File: config.mk
export PLATFORM = sky130hd
export DESIGN_NAME = bfp_block_sequencer
export DESIGN_NICKNAME = d
export VERILOG_FILES = /design/src/rtl/bfp_pkg.sv /design/src/rtl/bfp_block_sequencer_fifo.sv /design/src/rtl/bfp_block_sequencer.sv
export SDC_FILE = /design/constraint.sdc
export NUM_CORES = 2
export LEC_CHECK = 0
export BUFFER_PORTS_ARGS = -buffer_cell sky130_fd_sc_hd__buf_2
export CAP_MARGIN = 20
export CORE_ASPECT_RATIO = 1.1
export CORE_UTILIZATION = 50
export DETAILED_ROUTE_END_ITERATION = 7
export GPL_TIMING_DRIVEN = 0
export MAX_ROUTING_LAYER = met4
export PLACE_DENSITY = 0.67
export SYNTH_ARGS = -nofsm -noshare
export SYNTH_HDL_FRONTEND = slang
export SYNTH_HIERARCHICAL = 1
export SYNTH_SLANG_ARGS = --single-unit
File: constraint.sdc
create_clock -name clk -period 14.7 [get_ports clk]
set_input_delay 0.735 -clock clk [delete_from_list [all_inputs] [get_ports clk]]
set_output_delay 0.735 -clock clk [all_outputs]
set_load 0.01 [all_outputs]
File: src/rtl/bfp_pkg.sv
// Shared definitions for the bf16 -> block-floating-point sequencer slice.
package bfp_pkg;

    // bf16 lane layout: {sign, exponent[7:0], fraction[6:0]}
    localparam int unsigned BF16_W        = 16;
    localparam int unsigned BF16_SIGN_BIT = 15;
    localparam int unsigned BF16_EXP_LSB  = 7;
    localparam int unsigned BF16_FRAC_W   = 7;

    typedef enum logic [1:0] {
        StIdle,
        StRun,
        StDrain
    } seq_state_e;

    // Pipeline depth of bf16_to_bfp_core: max-exponent tree depth by lane-count band,
    // plus the shift/round stages for the mantissa width.
    function automatic int unsigned core_latency(input int unsigned num,
                                                 input int unsigned exp_w,
                                                 input int unsigned mant_w);
        int unsigned max_lat;
        if (exp_w == 0) return 0;  // no exponent field means no core
        if (num <= 4)        max_lat = 2;
        else if (num <= 12)  max_lat = 4;
        else if (num <= 36)  max_lat = 6;
        else if (num <= 108) max_lat = 8;
        else                 max_lat = 10;
        return max_lat + (($clog2(mant_w) + 1) / 2) + 2;
    endfunction

endpackage

File: src/rtl/bfp_block_sequencer_fifo.sv
// Synchronous output FIFO holding {shared exponent, mantissas, last} per block.
module bfp_out_fifo #(
    parameter int unsigned WIDTH = 8,
    parameter int unsigned DEPTH = 16
) (
    input  logic                         clk,
    input  logic                         rst,
    input  logic                         push,
    input  logic [WIDTH-1:0]             wdata,
    input  logic                         pop,
    output logic [WIDTH-1:0]             rdata,
    output logic                         empty,
    output logic [$clog2(DEPTH+1)-1:0]   count
);

    localparam int unsigned PtrW = (DEPTH > 1) ? $clog2(DEPTH) : 1;
    localparam int unsigned CntW = $clog2(DEPTH + 1);

    logic [WIDTH-1:0] mem [DEPTH];
    logic [PtrW-1:0]  wr_ptr;
    logic [PtrW-1:0]  rd_ptr;
    logic [CntW-1:0]  cnt;
    logic             full;
    logic             do_push;
    logic             do_pop;

    assign empty   = (cnt == '0);
    assign full    = (cnt == CntW'(DEPTH));
    assign do_pop  = pop && !empty;
    // A push into a full FIFO is still legal when the head leaves on the same edge.
    assign do_push = push && (!full || do_pop);
    assign rdata   = mem[rd_ptr];
    assign count   = cnt;

    // Pointer and occupancy bookkeeping.
    always_ff @(posedge clk or posedge rst) begin
        if (rst) begin
            wr_ptr <= '0;
            rd_ptr <= '0;
            cnt    <= '0;
        end else begin
            if (do_push) wr_ptr <= (wr_ptr == PtrW'(DEPTH - 1)) ? '0 : wr_ptr + PtrW'(1);
            if (do_pop)  rd_ptr <= (rd_ptr == PtrW'(DEPTH - 1)) ? '0 : rd_ptr + PtrW'(1);
            if (do_push && !do_pop)      cnt <= cnt + CntW'(1);
            else if (!do_push && do_pop) cnt <= cnt - CntW'(1);
        end
    end

    // Storage array; contents need no reset since count gates visibility.
    always_ff @(posedge clk) begin
        if (do_push) mem[wr_ptr] <= wdata;
    end

endmodule

File: src/rtl/bfp_block_sequencer.sv
// Frames bf16 blocks into a fixed-latency BFP core and buffers results with credit flow control.
module bfp_block_sequencer
    import bfp_pkg::*;
#(
    parameter int unsigned NUM          = 10,
    parameter int unsigned EXP_W        = 8,
    parameter int unsigned MANT_W       = 8,
    parameter int unsigned CORE_LATENCY = core_latency(NUM, EXP_W, MANT_W),
    parameter int unsigned FIFO_DEPTH   = 16,
    parameter int unsigned NX_MODE      = 1
) (
    input  logic                    clk,
    input  logic                    rst,
    input  logic                    start,
    input  logic [15:0]             num_blocks,
    output logic                    busy,
    output logic                    done,
    input  logic                    in_valid,
    output logic                    in_ready,
    input  logic [NUM*BF16_W-1:0]   in_data,
    output logic [NUM-1:0]          core_sign,
    output logic [NUM*EXP_W-1:0]    core_exp,
    output logic [NUM*MANT_W-1:0]   core_mant,
    input  logic [EXP_W-1:0]        core_shared_exp,
    input  logic [NUM*MANT_W-1:0]   core_sdata,
    output logic                    out_valid,
    input  logic                    out_ready,
    output logic [EXP_W-1:0]        out_exp,
    output logic [NUM*MANT_W-1:0]   out_data,
    output logic                    out_last
);

    localparam int unsigned DataW = EXP_W + NUM * MANT_W + 1;
    localparam int unsigned CntW  = $clog2(FIFO_DEPTH + 1);

    if (FIFO_DEPTH < CORE_LATENCY + 2) begin : g_depth_check
        $error("FIFO_DEPTH must be at least CORE_LATENCY+2");
    end
    if (NX_MODE > 1) begin : g_nx_check
        $error("NX_MODE must be 0 or 1");
    end

    seq_state_e                 state;
    logic [15:0]                num_q;
    logic [15:0]                blk_in;
    logic [CORE_LATENCY:0]      vld_pipe;
    logic [CORE_LATENCY:0]      last_pipe;
    logic [CntW-1:0]            inflight;
    logic [CntW-1:0]            fifo_count;
    logic [CntW:0]              credit_used;
    logic                       fifo_empty;
    logic [DataW-1:0]           fifo_rdata;
    logic                       accept;
    logic                       last_in;
    logic                       push;
    logic                       pop;
    logic [NUM-1:0]             sign_n;
    logic [NUM*EXP_W-1:0]       exp_n;
    logic [NUM*MANT_W-1:0]      mant_n;

    // Every block admitted must already own a FIFO slot, since the core cannot stall.
    assign credit_used = {1'b0, fifo_count} + {1'b0, inflight};
    assign in_ready    = (state == StRun) && (credit_used < (CntW + 1)'(FIFO_DEPTH));
    assign accept      = in_valid && in_ready;
    assign last_in     = (blk_in == num_q - 16'd1);
    assign push        = vld_pipe[CORE_LATENCY];
    assign out_valid   = !fifo_empty;
    assign pop         = out_valid && out_ready;
    assign {out_exp, out_data, out_last} = fifo_rdata;

    // Split each bf16 lane into sign, exponent and mantissa with the implicit leading one.
    always_comb begin
        sign_n = '0;
        exp_n  = '0;
        mant_n = '0;
        for (int i = 0; i < NUM; i++) begin
            sign_n[i]                    = in_data[BF16_W*i + BF16_SIGN_BIT];
            exp_n[EXP_W*i +: EXP_W]      = in_data[BF16_W*i + BF16_EXP_LSB +: EXP_W];
            // Zero and denormal lanes carry no hidden bit.
            mant_n[MANT_W*i +: MANT_W]   = MANT_W'({(in_data[BF16_W*i + BF16_EXP_LSB +: EXP_W] != '0),
                                                    in_data[BF16_W*i +: BF16_FRAC_W]});
        end
    end

    // Core input registers, loaded only on an accepted block.
    always_ff @(posedge clk or posedge rst) begin
        if (rst) begin
            core_sign <= '0;
            core_exp  <= '0;
            core_mant <= '0;
        end else if (accept) begin
            core_sign <= sign_n;
            core_exp  <= exp_n;
            core_mant <= mant_n;
        end
    end

    // Track which core slots hold a real block, and how many are in flight.
    always_ff @(posedge clk or posedge rst) begin
        if (rst) begin
            vld_pipe  <= '0;
            last_pipe <= '0;
            inflight  <= '0;
        end else begin
            vld_pipe  <= {vld_pipe[CORE_LATENCY-1:0], accept};
            last_pipe <= {last_pipe[CORE_LATENCY-1:0], accept && last_in};
            if (accept && !push)      inflight <= inflight + CntW'(1);
            else if (!accept && push) inflight <= inflight - CntW'(1);
        end
    end

    // Message framing FSM with registered busy/done.
    always_ff @(posedge clk or posedge rst) begin
        if (rst) begin
            state  <= StIdle;
            busy   <= 1'b0;
            done   <= 1'b0;
            num_q  <= '0;
            blk_in <= '0;
        end else begin
            done <= 1'b0;
            unique case (state)
                StIdle: begin
                    if (start) begin
                        if (num_blocks == '0) begin
                            done <= 1'b1;
                        end else begin
                            state  <= StRun;
                            busy   <= 1'b1;
                            num_q  <= num_blocks;
                            blk_in <= '0;
                        end
                    end
                end
                StRun: begin
                    if (accept) begin
                        blk_in <= blk_in + 16'd1;
                        if (last_in) state <= StDrain;
                    end
                end
                StDrain: begin
                    if (pop && out_last) begin
                        state <= StIdle;
                        busy  <= 1'b0;
                        done  <= 1'b1;
                    end
                end
                default: state <= StIdle;
            endcase
        end
    end

    bfp_out_fifo #(
        .WIDTH (DataW),
        .DEPTH (FIFO_DEPTH)
    ) u_out_fifo (
        .clk   (clk),
        .rst   (rst),
        .push  (push),
        .wdata ({core_shared_exp, core_sdata, last_pipe[CORE_LATENCY]}),
        .pop   (pop),
        .rdata (fifo_rdata),
        .empty (fifo_empty),
        .count (fifo_count)
    );

endmodule

# Word-level counts from Yosys, hierarchy flattened
# Memories as Yosys holds them, arrays and structs flattened.
# Index checks and enable logic that the tools add are counted.
[op_classes]
add_sub_neg = 9
multipliers = 0
div_mod_pow = 0
order_cmp = 1
eq_ne = 11
n_shift = 0
n_mux = 26
n_bitwise = 1
reduce_logical = 39
[op_table]
columns = ["operator", "n"]
rows = [
  ["$reduce_bool 8->1", 10],
  ["$mux 16", 3],
  ["$pmux 16 s2", 1],
  ["$mux 5", 4],
  ["$add 16x1->16 const B", 1],
  ["$eq 16x16->1", 1],
  ["$logic_not 16->1", 1],
  ["$sub 16x1->16 const B", 1],
  ["$logic_and 1x1->1", 11],
  ["$add 5x1->5 const B", 2],
  ["$mux 2", 5],
  ["$ne 2x2->1 const B", 5],
  ["$sub 5x1->5 const B", 2],
  ["$add 4x1->4 const B", 2],
  ["$eq 4x4->1 const B", 2],
  ["$mux 1", 8],
  ["$mux 4", 2],
  ["$reduce_and 4->1", 2],
  ["$reduce_bool 2->1", 4],
  ["$add 5x5->6", 1],
  ["$logic_not 1->1", 6],
  ["$lt 6x5->1 const B", 1],
  ["$pmux 2 s3", 1],
  ["$eq 5x5->1 const B", 1],
  ["9 further kinds", 10],
]
[word_totals]
reg_bits = 242
latchBits = 0
ramBits = 1424
rom_bits = 0
inputBits = 269
output_inout_bits = 263
word_cells = 102
mem_count = 1
[memory_table]
columns = ["memory", "words", "word_bits", "rd", "rd_ports_with_merged_regs", "wr", "line_no", "rtl"]
rows = [
  ["u_out_fifo.mem", 16, 89, 1, 0, 1, "bfp_block_sequencer_fifo.sv:19", "logic [WIDTH-1:0] mem [DEPTH];"],
]

# Depth between registers and ports, before layout
[depth]
ltp_word = 10
ltp_mapped = 15
ltp_nobuf = 13

# Cells and area by module
# Netlist, hierarchy kept.
[by_module_without_submodules]
columns = ["mod", "n_inst", "cells_each", "area_each_um2", "seq_area_each_um2"]
rows = [
  ["bfp_out_fifo", 1, 2666, 55044.0, 43086.3],
  ["bfp_block_sequencer", 1, 1038, 9469.1, 5730.5],
]

# Worst setup path before layout
# Ideal clock, no wire load.
[synth_timing]
path_kind = "input -> register"
from = "input port out_ready"
to = "memory u_out_fifo/mem[0][0] in the netlist's numbering (enable)"
setup_time_ns = 0.457
arrival_time_ns = 3.595
t_required_ns = 14.243
path_slack_ns = 10.648
cell_stages = 4
path_buffers = 0
cell_sequence = "nor2b_1 > o31a_4 > nor3b_1 > and2_1"
[synth_via]
elab_chain_cells = 6
[synth_rtl]
columns = ["item", "line_no", "rtl"]
rows = [
  ["start: declaration", "bfp_block_sequencer.sv:27", "input logic out_ready,"],
  ["$logic_and 1x1->1", "bfp_block_sequencer.sv:68", "assign pop = out_valid && out_ready;"],
  ["$logic_and 1x1->1", "bfp_block_sequencer_fifo.sv:29", "assign do_pop = pop && !empty;"],
  ["$logic_or 1x1->1", "bfp_block_sequencer_fifo.sv:31", "assign do_push = push && (!full || do_pop);"],
  ["$logic_and 1x1->1", "bfp_block_sequencer_fifo.sv:31", ""],
  ["$mux 1", "bfp_block_sequencer_fifo.sv:51", "if (do_push) mem[wr_ptr] <= wdata;"],
  ["$mux 1 (implied by the code)", "bfp_block_sequencer_fifo.sv:51", ""],
  ["end: declaration", "bfp_block_sequencer_fifo.sv:19", ""],
]
# No other way between the ends.

# Worst setup path in the final report
[layout_timing]
from = "register u_out_fifo.rd_ptr[3]"
to = "output port out_data[29]"
[layout_via]
elab_chain_cells = 1
[layout_rtl]
columns = ["item", "line_no", "rtl"]
rows = [
  ["start: declaration", "bfp_block_sequencer_fifo.sv:21", "logic [PtrW-1:0] rd_ptr;"],
  ["start signal: assignment", "bfp_block_sequencer_fifo.sv:43", "if (do_pop) rd_ptr <= (rd_ptr == PtrW'(DEPTH - 1)) ? '0 : rd_ptr + PtrW'(1);"],
  ["$mem_v2 16x89", "n/a", ""],
  ["end: declaration", "bfp_block_sequencer.sv:29", "output logic [NUM*MANT_W-1:0] out_data,"],
]
# No other way between the ends.

==> metrics.csv <==
stage,metric,value,unit
status,outcome,finished clean,
route,drc_errors,0,
route,dr.pass1.iters,5,
route,vias,36700,
clocking,clock-sinks,1666,
setup_path,critical_path_class,reg -> out,
final_layout,nets,4720,
floorplan,die_area,0.1305,mm^2
clocking,cts_resized,0,
synth,postSynthCellCount,3704,
synth,ys_seq_elements,1666,
global_routing,grt_start_max_net_pins,128,
global_routing,grt_pass1_wl,240800,um
synth,seq_area_frac_synth,75.67,%
clocking,h-tree-depth,4,
power_and_ir_drop,p_sw_share,34.36,%
final_layout,syn2layout_area_growth,16.92,%
timing,rsz0062_at_grt,no,
final_layout,final_core_util,59.23,%
placement,dp.cells,5927,
route,wl_per_cell,26.88,um
timing,period_needed,5.127,ns
power_and_ir_drop,vdd_drop_max,0.1468,mV
clocking,clk_path_buf_depth,3,
power_and_ir_drop,p_sw,5.083,mW
floorplan,io_pins,532,
power_and_ir_drop,power.internal,9.708,mW
clocking,cts_hold_buf,0,
timing,min_period_over_period,34.88,%
power_and_ir_drop,pwr-share-seq,38.9,%
floorplan,die_h,378.7,um
flow_run,drv_cap,0,
synth,async_flop_share,14.53,%
timing,worst_pin_slew,1.137,ns
placement,portBuffers,531,
global_routing,antenna_found_initial,33,
final_layout,layout.cells.non_filler,6265,
synth,synth_edf_count,1424,
synth,synth_nets,3995,
timing,setup_tns,0,ns
setup_path,worst_setup_path_end_kind,output pin,
timing,hold_viol_final,0,
floorplan,start_util,50.65,%
floorplan,rows,137,
power_and_ir_drop,combPwrFrac,32.9,%
placement,post-dp-hpwl,105900,um
global_routing,grt_use_total,26.41,%
global_routing,grt-ovfl-total,0,
route,final_antenna_net_count,0,
power_and_ir_drop,powerDensity,196.1,mW/mm^2
power_and_ir_drop,p_clk_share,28.2,%
final_layout,drive_gt1_share,23.91,%
floorplan,fp.dieW,344.5,um
setup_path,crit_path_start_kind,flip-flop,
setup_path,cp.arrival,4.39,ns
synth,synth_cell_types,58,
final_layout,fin_area,0.07543,mm^2
clocking,insertion_delay,0.79,ns
synth,synth_ff_type,edfxtp_1,
worst_hold_path,worstHoldPathType,in -> async,
placement,place_ws,10.13,ns
timing,fin_ws,9.573,ns
global_routing,grt_pass1_vias,36070,
final_layout,fillers,9484,
timing,holdWs,0.07922,ns
floorplan,core-area,0.1274,mm^2
clocking,cts-root-buf,clkbuf_16,
timing,relSlewSlack,24.21,%
synth,synth_warnings,6,
setup_path,cp_max_fo,10,
setup_path,cp.required,13.97,ns
route,viasPerCell,5.857,
timing,slew_viol_final,0,
timing,setup_violations,0,
route,wl,168400,um
clocking,clk_pin_slew_worst_paths,0.06,ns
power_and_ir_drop,p_leak,27.62,nW
clocking,cts_made_buffers,168,
final_layout,final_cell_mix,"edfxtp_1, nand2_1, buf_2, mux2i_1, dfrtp_1",
synth,syn_area,0.06451,mm^2
synth,avgSynthCellArea,17.42,um^2
placement,place.gp.congestion,0.8732,
final_layout,final_common_cell,edfxtp_1,
timing,clock.fmax,195.0,MHz
placement,place_area,0.06997,mm^2
clocking,cts_tree,done,
clocking,post_cts_buffers,0,
timing,fin_skew,0.04094,ns
route,drtIter0Drc,3517,
power_and_ir_drop,power,14.79,mW
[Yosys cell counts (3+ instances only)]
library cell / n / area [um^2]
nand2_1: 632 / 2372
o21a_1: 3 / 22.52
nor3_2: 3 / 30.03
nor3_1: 6 / 30.03
or3_1: 3 / 18.77
o31ai_1: 3 / 22.52
buf_6: 13 / 146.4
a22oi_1: 89 / 668.1
ha_1: 20 / 250.2
buf_2: 49 / 245.2
nand3_1: 15 / 75.07
nor2_1: 33 / 123.9
mux2i_1: 357 / 3573
o211ai_1: 93 / 698.2
nor2b_1: 10 / 62.56
nor4_1: 29 / 181.4
and2_1: 11 / 68.82
o21ai_0: 105 / 525.5
dfrtp_1: 242 / 6056
buf_1: 9 / 33.78
a221oi_1: 89 / 779.5
a31oi_1: 12 / 75.07
a21o_1: 5 / 37.54
nand4_1: 10 / 62.56
a21oi_1: 11 / 55.05
and3_1: 11 / 68.82
inv_1: 18 / 67.56
mux4_2: 178 / 4009
edfxtp_1: 1424 / 42760
buf_4: 32 / 240.2
nand3b_1: 3 / 22.52
xor2_1: 22 / 192.7
xnor2_1: 21 / 183.9
clkbuf_1: 110 / 412.9
[sequential cells by signal, summed over array words and instances (netlist names)]
name and cells:
core_exp 80, u_out_fifo/wr_ptr 4, busy 1, core_sign 10, vld_pipe 9, core_mant 80
num_q 16, last_pipe 9, state 2, u_out_fifo/count 5, u_out_fifo/rd_ptr 4, inflight 5
u_out_fifo/mem 1424, blk_in 16, done 1
[final cells by class]
type                            instances  area [um^2]  share of cell area (%)
Timing Repair Buffer                  555         3303                   4.379
Clock inverter                         91        850.8                   1.128
Tap cell                             1668         2087                   2.767
Multi-Input combinational cell       1807        14610                   19.37
Buffer                                213         1079                   1.430
Antenna cell                           38        95.09                  0.1261
Sequential cell                      1666        48820                   64.72
Clock buffer                          209         4513                   5.983
Inverter                               18        75.07                 0.09953
[power by group through the flow]
stage | sequential (mW) | clock (mW) | combinational [mW]
2_1_floorplan | 5.92 | 0 | 2.82
3_3_place_gp | 5.85 | 0 | 4.77
3_5_place_dp | 5.83 | 0 | 4.86
4_1_cts | 5.74 | 4.23 | 4.88
5_1_grt | 5.79 | 4.40 | 5.21
6_report | 5.75 | 4.17 | 4.87
[cells by family (layout without fill, tap and decap cells)]
logic type	after synthesis	after routing	share of synthesized area [%]
buffers and inverters	231	1086	1.777
XOR/XNOR	43	43	0.5838
AO/OA/AOI/OAI	423	423	4.657
adder cells (fa/ha/maj)	22	22	0.4500
AND/OR/NAND/NOR	782	782	5.076
flip-flops	1666	1666	75.67
multiplexers	537	537	11.79
other	0	38	0
[per-layer routing]
layer / up-vias / routed length, um / global-route usage (%)
met3: 264 / 14220 / 6.045
li1: 15970 / - / -
met4: 0 / 3969 / 7.798
met1: 18950 / 69740 / 35.57
met2: 1515 / 80440 / 40.36
met5: - / 0 / -
[final timing paths]
check | startpoint | to | depth (start not counted) | slack [ns]
worst min-delay path | rst | core_sign[9] | 2 | 0.08
max in group asynchronous | rst | num_q[14] | 3 | 13.41
worst max register to register | u_out_fifo/count[4] | inflight[4] | 14 | 10.04
worst min register to register | last_pipe[5] | last_pipe[6] | 0 | 0.34
worst max-delay path | u_out_fifo/rd_ptr[3] | out_data[29] | 6 | 9.57
min in group clk | in_data[47] | core_sign[2] | 3 | 0.13
[worst max-delay path: stages, from the launching register on]
cell and delay [ns]:
dfrtp_1 0.32, clkbuf_1 0.81, clkbuf_1 0.91, clkbuf_1 0.72, o211ai_1 0.23, nand2_1 0.37, buf_2 0.21
Power figures use the tool's default switching activity.
